**src/rtl/cpu_pkg.sv**
```systemverilog
// ============================================================
// cpu_pkg: shared data-memory widths and store-buffer entry type
// Rev 1.0
// ============================================================
`default_nettype none

package cpu_pkg;
    localparam int DATA_W  = 16;
    localparam int DADDR_W = 5;

    typedef struct packed {
        logic [DADDR_W-1:0] addr;
        logic [DATA_W-1:0]  data;
    } sb_entry_t;
endpackage

`default_nettype wire

```
**src/rtl/sb_fifo.sv**
```systemverilog
// ============================================================
// sb_fifo: store-buffer entry FIFO with parallel entry read-out
// Rev 1.0
// ============================================================
`default_nettype none

module sb_fifo import cpu_pkg::*; #(
    parameter int DEPTH = 4
) (
    input  logic                     clk,
    input  logic                     rst_n,
    input  logic                     push,
    input  sb_entry_t                push_entry,
    input  logic                     pop,
    output sb_entry_t                entries [DEPTH],
    output logic [DEPTH-1:0]         valid,
    output logic [$clog2(DEPTH)-1:0] rd_ptr,
    output logic [$clog2(DEPTH):0]   count
);
    localparam int PW = $clog2(DEPTH);

    logic [PW-1:0]    r_wr_ptr;
    logic [PW-1:0]    r_rd_ptr;
    logic [PW:0]      r_count;
    logic [DEPTH-1:0] r_valid;
    sb_entry_t        r_mem [DEPTH];

    // Caller guarantees no push when full and no pop when empty.
    always_ff @(posedge clk or negedge rst_n) begin
        if (!rst_n) begin
            r_wr_ptr <= '0;
            r_rd_ptr <= '0;
            r_count  <= '0;
            r_valid  <= '0;
        end else begin
            if (push) r_wr_ptr <= r_wr_ptr + 1'b1;
            if (pop)  r_rd_ptr <= r_rd_ptr + 1'b1;
            case ({push, pop})
                2'b10:   r_count <= r_count + 1'b1;
                2'b01:   r_count <= r_count - 1'b1;
                default: r_count <= r_count;
            endcase
            if (pop)  r_valid[r_rd_ptr] <= 1'b0;
            if (push) r_valid[r_wr_ptr] <= 1'b1;
        end
    end

    always_ff @(posedge clk) begin
        if (push) r_mem[r_wr_ptr] <= push_entry;
    end

    assign entries = r_mem;
    assign valid   = r_valid;
    assign rd_ptr  = r_rd_ptr;
    assign count   = r_count;
endmodule

`default_nettype wire

```
**src/rtl/store_buffer.sv**
```systemverilog
// ============================================================
// store_buffer: posted-write buffer with load priority and forwarding
// Rev 1.0
// ============================================================
`default_nettype none

module store_buffer import cpu_pkg::*; #(
    parameter int DEPTH        = 4,
    parameter int AW           = DADDR_W,
    parameter int DW           = DATA_W,
    parameter int STARVE_LIMIT = 8
) (
    input  logic                   clk,
    input  logic                   rst_n,
    input  logic                   st_valid,
    input  logic [AW-1:0]          st_addr,
    input  logic [DW-1:0]          st_data,
    output logic                   st_ready,
    input  logic                   ld_valid,
    input  logic [AW-1:0]          ld_addr,
    output logic [DW-1:0]          ld_data,
    output logic                   ld_stall,
    output logic                   mem_we,
    output logic [AW-1:0]          mem_addr,
    output logic [DW-1:0]          mem_din,
    input  logic [DW-1:0]          mem_dout,
    output logic                   empty,
    output logic [$clog2(DEPTH):0] count
);
    localparam int PW = $clog2(DEPTH);
    localparam int CW = PW + 1;
    localparam int SW = $clog2(STARVE_LIMIT + 1);
    localparam logic [SW-1:0] c_starve_max = SW'(STARVE_LIMIT);

    sb_entry_t        w_entries [DEPTH];
    sb_entry_t        w_head;
    sb_entry_t        w_push_entry;
    logic [DEPTH-1:0] w_valid;
    logic [PW-1:0]    w_rd_ptr;
    logic [CW-1:0]    w_count;
    logic [PW-1:0]    w_idx;
    logic             w_empty;
    logic             w_push;
    logic             w_force;
    logic             w_load;
    logic             w_drain;
    logic [SW-1:0]    r_starve;

    assign w_push_entry = '{addr: st_addr, data: st_data};
    assign w_empty      = (w_count == '0);
    assign st_ready     = (w_count != CW'(DEPTH));
    assign w_push       = st_valid && st_ready;
    assign w_head       = w_entries[w_rd_ptr];

    sb_fifo #(.DEPTH(DEPTH)) u_fifo (
        .clk        (clk),
        .rst_n      (rst_n),
        .push       (w_push),
        .push_entry (w_push_entry),
        .pop        (w_drain),
        .entries    (w_entries),
        .valid      (w_valid),
        .rd_ptr     (w_rd_ptr),
        .count      (w_count)
    );

    // Loads own the port unless the queue has waited too long behind them.
    assign w_force  = (r_starve == c_starve_max) && !w_empty;
    assign w_load   = ld_valid && !w_force;
    assign w_drain  = (!ld_valid || w_force) && !w_empty;

    assign ld_stall = ld_valid && w_force;
    assign mem_we   = w_drain;
    assign mem_addr = w_load ? ld_addr : (w_drain ? w_head.addr : '0);
    assign mem_din  = w_drain ? w_head.data : '0;
    assign empty    = w_empty;
    assign count    = w_count;

    always_ff @(posedge clk or negedge rst_n) begin
        if (!rst_n) begin
            r_starve <= '0;
        end else if (w_drain || w_empty) begin
            r_starve <= '0;
        end else if (w_load && (r_starve != c_starve_max)) begin
            r_starve <= r_starve + 1'b1;
        end
    end

    // Walk oldest to youngest so the last hit is the youngest matching store.
    always_comb begin
        ld_data = mem_dout;
        w_idx   = w_rd_ptr;
        if (w_load) begin
            for (int i = 0; i < DEPTH; i++) begin
                w_idx = w_rd_ptr + PW'(i);
                if (w_valid[w_idx] && (w_entries[w_idx].addr == ld_addr))
                    ld_data = w_entries[w_idx].data;
            end
        end
    end
endmodule

`default_nettype wire

```
**config.mk**
```make
export PLATFORM = sky130hd
export DESIGN_NAME = store_buffer
export DESIGN_NICKNAME = d
export VERILOG_FILES = /design/src/rtl/cpu_pkg.sv /design/src/rtl/sb_fifo.sv /design/src/rtl/store_buffer.sv
export SDC_FILE = /design/constraint.sdc
export NUM_CORES = 1
export LEC_CHECK = 0
export ABC_AREA = 1
export CORE_ASPECT_RATIO = 0.8
export CORE_MARGIN = 4
export CORE_UTILIZATION = 50
export CTS_CLUSTER_DIAMETER = 100
export DETAILED_ROUTE_END_ITERATION = 8
export PLACE_DENSITY = 0.85
export SYNTH_ARGS = -nofsm -noshare
export SYNTH_HDL_FRONTEND = slang
export SYNTH_HIERARCHICAL = 1
export SYNTH_SLANG_ARGS = --single-unit
```
**constraint.sdc**
```tcl
create_clock -name clk -period 6.25 [get_ports clk]
set_clock_uncertainty 0.2 [all_clocks]
set_input_delay 1.25 -clock clk [delete_from_list [all_inputs] [get_ports clk]]
set_output_delay 1.25 -clock clk [all_outputs]
set_load 0.01 [all_outputs]
```
# Yosys cells after proc, flatten, opt, wreduce, memory -nomap -nowiden
# Cells that the tools add are included.
[op_classes]
n_addsub = 7
n_mul = 0
div = 0
n_lt_le_gt_ge = 13
eq_ne = 9
shifts = 0
mux = 40
n_bitwise = 8
n_reduce_logical = 21
[ops]
columns = ["operator", "n"]
rows = [
  ["21-bit two-way mux", 9],
  ["21-bit binary-select mux with 2-bit select", 4],
  ["16-bit two-way mux", 6],
  ["84-bit bitwise mux", 1],
  ["21-bit demux with 2-bit select", 1],
  ["5-bit == test", 4],
  ["4-bit two-way mux", 4],
  ["3-bit >= comparator (second input constant)", 5],
  ["2-bit by 3-bit < comparator with 1-bit output (second input constant)", 5],
  ["2-bit NOT with 3-bit output", 5],
  ["1-bit logical AND", 13],
  ["5-bit two-way mux", 2],
  ["1-bit binary-select mux with 2-bit select", 4],
  ["1-bit two-way mux", 6],
  ["3-bit one-hot mux with 2 select lines", 1],
  ["2-bit by 1-bit adder with 2-bit output (second input constant)", 2],
  ["2-bit adder (second input constant)", 2],
  ["4-bit by 1-bit adder with 4-bit output (second input constant)", 1],
  ["4-bit bitwise AND", 1],
  ["1-bit demux with 2-bit select", 2],
  ["4-bit == test (second input constant)", 1],
  ["2-bit by 1-bit >= comparator with 1-bit output (second input constant)", 2],
  ["4-bit != test (second input constant)", 1],
  ["4-bit NOT", 1],
  ["other kinds (11)", 15],
]
[totals]
register_bits = 99
latch_bits = 0
ramBits = 0
romBits = 0
output_inout_bits = 44
word_cells = 111
n_memories = 0

# Longest topological paths before layout
[logic_depth]
depth_word = 11
ltp_mapped = 19
depth_no_buf = 16

# By module
# Netlist, hierarchy kept.
[by_module_without_submodules]
columns = ["mod", "instances", "cells_per_inst", "area_per_inst_um2", "seq_area_each_um2"]
rows = [
  ["store_buffer", 1, 873, 4077.7, 100.1],
  ["sb_fifo", 1, 151, 3128.0, 2797.7],
]

# Worst setup path after synthesis
# Ideal clock, no wire load.
[synth_timing]
path_type = "input-to-output"
startpoint = "input ld_valid"
endpoint = "output mem_addr[0]"
arrival_time_ps = 2385
required_time_ps = 4800
setup_slack_ps = 2415
cell_stages = 6
path_buffers = 1
path_cell_list = "inv_1 nor2_1 nor2_1 inv_1 clkbuf_1 o22ai_1"
[synth_via]
elab_chain_len = 5
elab_cells_between_ends = 6
cone_classes = "mux (2); reduce/logical (4)"
[synth_lines]
columns = ["item", "line_no", "text"]
rows = [
  ["start, declared", "store_buffer.sv:19", "input logic ld_valid,"],
  ["1-bit logical NOT", "store_buffer.sv:70", "assign w_drain = (!ld_valid || w_force) && !w_empty;"],
  ["1-bit logical OR", "store_buffer.sv:70", ""],
  ["1-bit logical AND", "store_buffer.sv:70", ""],
  ["via mem_we", "store_buffer.sv:23", "output logic mem_we,"],
  ["5-bit two-way mux (2 in series)", "store_buffer.sv:74", "assign mem_addr = w_load ? ld_addr : (w_drain ? w_head.addr : '0);"],
  ["end, declared", "store_buffer.sv:24", "output logic [AW-1:0] mem_addr,"],
]
# The timed path passes the listed nets, and every way through them passes these cells.

# Worst setup path after layout
[layout_timing]
startpoint = "register u_fifo.r_rd_ptr[0] (netlist: u_fifo/rd_ptr[0])"
endpoint = "output ld_data[13]"
[layout_via]
elab_chain_len = 11
elab_cells_between_ends = 40
cone_classes = "add/sub (3); eq/ne (4); mux (25); bitwise (4); reduce/logical (4)"
[layout_lines]
columns = ["item", "line_no", "text"]
rows = [
  ["start, declared", "sb_fifo.sv:23", "logic [PW-1:0] r_rd_ptr;"],
  ["start signal, assigned", "sb_fifo.sv:37", "if (pop) r_rd_ptr <= r_rd_ptr + 1'b1;"],
  ["2-bit by 1-bit adder with 2-bit output or 2-bit NOT with 3-bit output (tied branches)", "store_buffer.sv:95, store_buffer.sv:96, store_buffer.sv:97", ""],
  ["2-bit NOT with 3-bit output (implied by the code) or 21-bit binary-select mux with 2-bit select (tied branches)", "store_buffer.sv:96, store_buffer.sv:97", ""],
  ["21-bit binary-select mux with 2-bit select or 21-bit two-way mux (tied branches)", "store_buffer.sv:96, store_buffer.sv:97", ""],
  ["21-bit two-way mux (implied by the code)", "store_buffer.sv:97", "ld_data = w_entries[w_idx].data;"],
  ["21-bit two-way mux (implied by the code) or 5-bit == test (tied branches)", "store_buffer.sv:97, store_buffer.sv:96", ""],
  ["5-bit == test or 1-bit logical AND (tied branches)", "store_buffer.sv:96", "if (w_valid[w_idx] && (w_entries[w_idx].addr == ld_addr))"],
  ["1-bit logical AND or 16-bit two-way mux (tied branches)", "store_buffer.sv:96", ""],
  ["16-bit two-way mux (2 in series)", "store_buffer.sv:96", ""],
  ["16-bit two-way mux (*)", "store_buffer.sv:96", ""],
  ["16-bit two-way mux (*)", "store_buffer.sv:93", "if (w_load) begin"],
  ["end, declared", "store_buffer.sv:21", "output logic [DW-1:0] ld_data,"],
]
# Every way passes the cells marked *; elsewhere a longest branch is shown, timed or not. The select of a mux whose other input is x is not followed.

==> results.toml <==
[clocking]
htreeDepth = 3
cts_hold_buf = 0
cts_root_buffer = "clkbuf_16"
cts_tree = "built"
cts_sinks = 99
post_cts_buffers = 0
cts_buffers = 9
cts_resized = 0
clk_path_buf_depth = 2
clk_pin_slew_ns = 0.07
clk_latency_ns = 0.35

[sta]
relSlewSlack_pct = 22.37
hold_viol_final = 0
final_max_slew_viol_count = 0
hold_ws_ns = 0.2913
min_period_over_period_pct = 92.41
worst_slew_pin_slew_ns = 1.163
finalSetupTns_ns = 0
rsz0062_at_grt = "false"
fmax_ghz = 0.1731
setup_viol = 0
period_minus_slack_ns = 5.776

[synthesis]
avgSynthCellArea_um2 = 7.037
mappedNetlistArea_um2 = 7206
yosys_warnings = 6
synth.top_cell.area_share_pct = 35.01
yosysMostFrequentCell = "nand2_1"
synth-main-ff-cell = "edfxtp_1"
netlist_top_cells_count = "nand2_1 (377), o21ai_0 (110), inv_1 (109)"
async_reset_ff_share_pct = 15.15
ys_types = 37
syn-num-nets = 1082
synth.area.top_cells = "edfxtp_1 (35%), nand2_1 (20%), o21ai_0 (7.6%)"
synthCells = 1024
ys_seq_elements = 99
ys_seq_area_share_pct = 40.22
synth.largest_area_cell = "edfxtp_1"
synth_edf_count = 84

[worst_setup_path]
path_buf_inv = 2
crit_fanout = 70
cp_cell_sequence = "buf_4 > nand2_1 > nand3_1 > nand2_1 > nand2_1 > nand2_1 > nor2_4 > nand3_2 > nand2_1 > nand3_1 > nand2_1 > nand2_1 > nand2_1 > nand2_1 > nand2_1 > clkdlybuf4s50_1"
critPathArrivalTime_ns = 4.33
end_kind = "output pin"
cpMostUsedCell = "nand2_1"
cp_slowest_stage_delay_ns = 0.82
r2r_start = "u_fifo/count[0]$_DFFE_PN0P_"
r2r_slack_ns = 3.37
worstRegToRegCells = 4
critPathRequiredTime_ns = 4.80
cp_top_family = "simple AND/OR/NAND/NOR gates"
cpMaxStageDelayCell = "dfrtp_4"
startpoint_type = "register"
rr_endpoint = "u_fifo/entries[33]$_DFFE_PP_"
critPathKind = "reg2out"

[floorplanning]
die_area_um2 = 16410
core_area_um2 = 13840
initial_core_util_pct = 52.08
rows = 38
die_height_um = 115.4
die_w_um = 142.2
num_io_pins = 90

[worst_hold_path]
hold_class = "reg2reg"
hold_depth = 1
hold-path-endpoint = "r_starve[0]$_DFFE_PN0P_"
worstHoldStart = "r_starve[0]$_DFFE_PN0P_"

[route]
wl_per_cell_um = 15.51
drt-pass1-iter-count = 6
vias = 6880
drc = 0
drt.antenna.violating_nets = 0
via_per_inst = 5.460
wl_mm = 19.54
drt_iter0_drc = 938

[grt]
grt_pass1_vias = 6032
grt-ovfl-total = 0
grt_usage_pct = 23.82
antenna_found_initial = 1
grt_pass1_wl_mm = 30.97
grt_max_degree = 71

[final_layout]
final_layout_size_suffix_gt1_share_pct = 4.259
area_delta_synth_final_pct = 15.23
diodes = 0
final_area_um2 = 8303
layout.nets = 1133

[power_and_ir_drop]
leakage_nw = 3.839
p_per_area_nw_per_um2 = 474.4
max-vdd-ir-drop_uv = 241.5

[placed_design]
port-buffer-count = 89
dp.final_hpwl_mm = 13.37
placed_area_um2 = 8039
gp_congestion = 0.8947

[job]
cap_violations = 0

[run_status]
status = "finished clean"
## through the flow
step | power (mW) | worst slack (ns) | instances | utilization [%]
2_1_floorplan | 2.747 | 2.415 | 1024 | -
3_3_place_gp | 3.308 | 0.9391 | 1244 | 58.10
3_5_place_dp | 3.372 | 0.8377 | 1244 | 58.10
4_1_cts | 3.887 | 0.5614 | 1260 | 60.01
5_1_grt | 4.260 | 0.2050 | 1260 | 60.01
6_report | 3.939 | 0.4744 | 1260 | 60.01
## flip-flops by register name, indices dropped and copies added, names as in the netlist
| register | cells |
|---|---|
| u_fifo/rd_ptr | 2 |
| r_starve | 4 |
| u_fifo/entries | 84 |
| u_fifo/r_wr_ptr | 2 |
| u_fifo/valid | 4 |
| u_fifo/count | 3 |
## cell usage in the layout (no fill, tap or decap), types with 2 or more instances in the layout
| cell type | synthesis | layout |
|---|---|---|
| xnor2_1 | 2 | 2 |
| o211ai_1 | 4 | 4 |
| nand2_2 | 5 | 5 |
| o21ai_1 | 5 | 5 |
| ha_1 | 11 | 11 |
| nand4_1 | 19 | 19 |
| nand3_2 | 3 | 3 |
| nand2_1 | 377 | 377 |
| xor2_1 | 8 | 8 |
| nand2_4 | 3 | 3 |
| clkdlybuf4s50_1 | 0 | 89 |
| clkbuf_16 | 0 | 9 |
| nand3_1 | 67 | 67 |
| buf_4 | 8 | 8 |
| dfrtp_1 | 15 | 14 |
| nor2_2 | 2 | 2 |
| o21ai_0 | 110 | 110 |
| inv_1 | 109 | 109 |
| or2_0 | 11 | 11 |
| o21a_1 | 11 | 11 |
| nor2_4 | 6 | 6 |
| mux2i_1 | 6 | 6 |
| inv_2 | 3 | 3 |
| nor2_1 | 88 | 88 |
| a31oi_1 | 2 | 2 |
| o22ai_1 | 4 | 4 |
| edfxtp_1 | 84 | 84 |
| clkbuf_1 | 17 | 3 |
| clkinvlp_4 | 0 | 3 |
| a21oi_1 | 5 | 5 |
## layout make-up
cell class	instances	area, um^2
clock inverter	4	27.53
tap	180	225.2
timing repair buffer	97	950.9
clock buffer	12	236.5
inverter	113	429.2
fill	1218	5533
sequential	99	2902
multi-input combinational	755	3532
## per-layer routing
metal	wire, um	GRT usage [%]	vias up
met5	11	0	-
met4	307	6.714	2
met3	2615	7.692	35
met2	7948	33.42	393
met1	8658	35.21	3064
li1	-	-	3386
## power by group
part / internal, mW / switching [mW]
clock network: 0.270 / 0.241
logic: 0.807 / 1.60
registers: 0.887 / 0.132
## worst max-delay path by stage
stage	endpoint	slack [ns]	start	cells after the start
3_3_place_gp	ld_data[15]	0.94	ld_addr[4]	14
4_1_cts	ld_data[13]	0.56	u_fifo/rd_ptr[0]$_DFFE_PN0P_	16
3_5_place_dp	ld_data[13]	0.84	ld_addr[4]	14
5_1_grt	ld_data[13]	0.20	u_fifo/rd_ptr[0]$_DFFE_PN0P_	16
2_1_floorplan	mem_addr[0]	2.41	ld_valid	6
6_report	ld_data[13]	0.47	u_fifo/rd_ptr[0]$_DFFE_PN0P_	16
## logic make-up after synthesis
family	after synthesis	share of synthesized area, %
buffers and inverters	170	10.77
DFF	99	40.22
AOI/OAI and AO/OA	142	10.52
xor gates and xnor gates	10	1.216
adders and majority gates	12	2.188
and+or+nand+nor	585	34.26
muxes	6	0.8335
(Power assumes the default switching activity.)
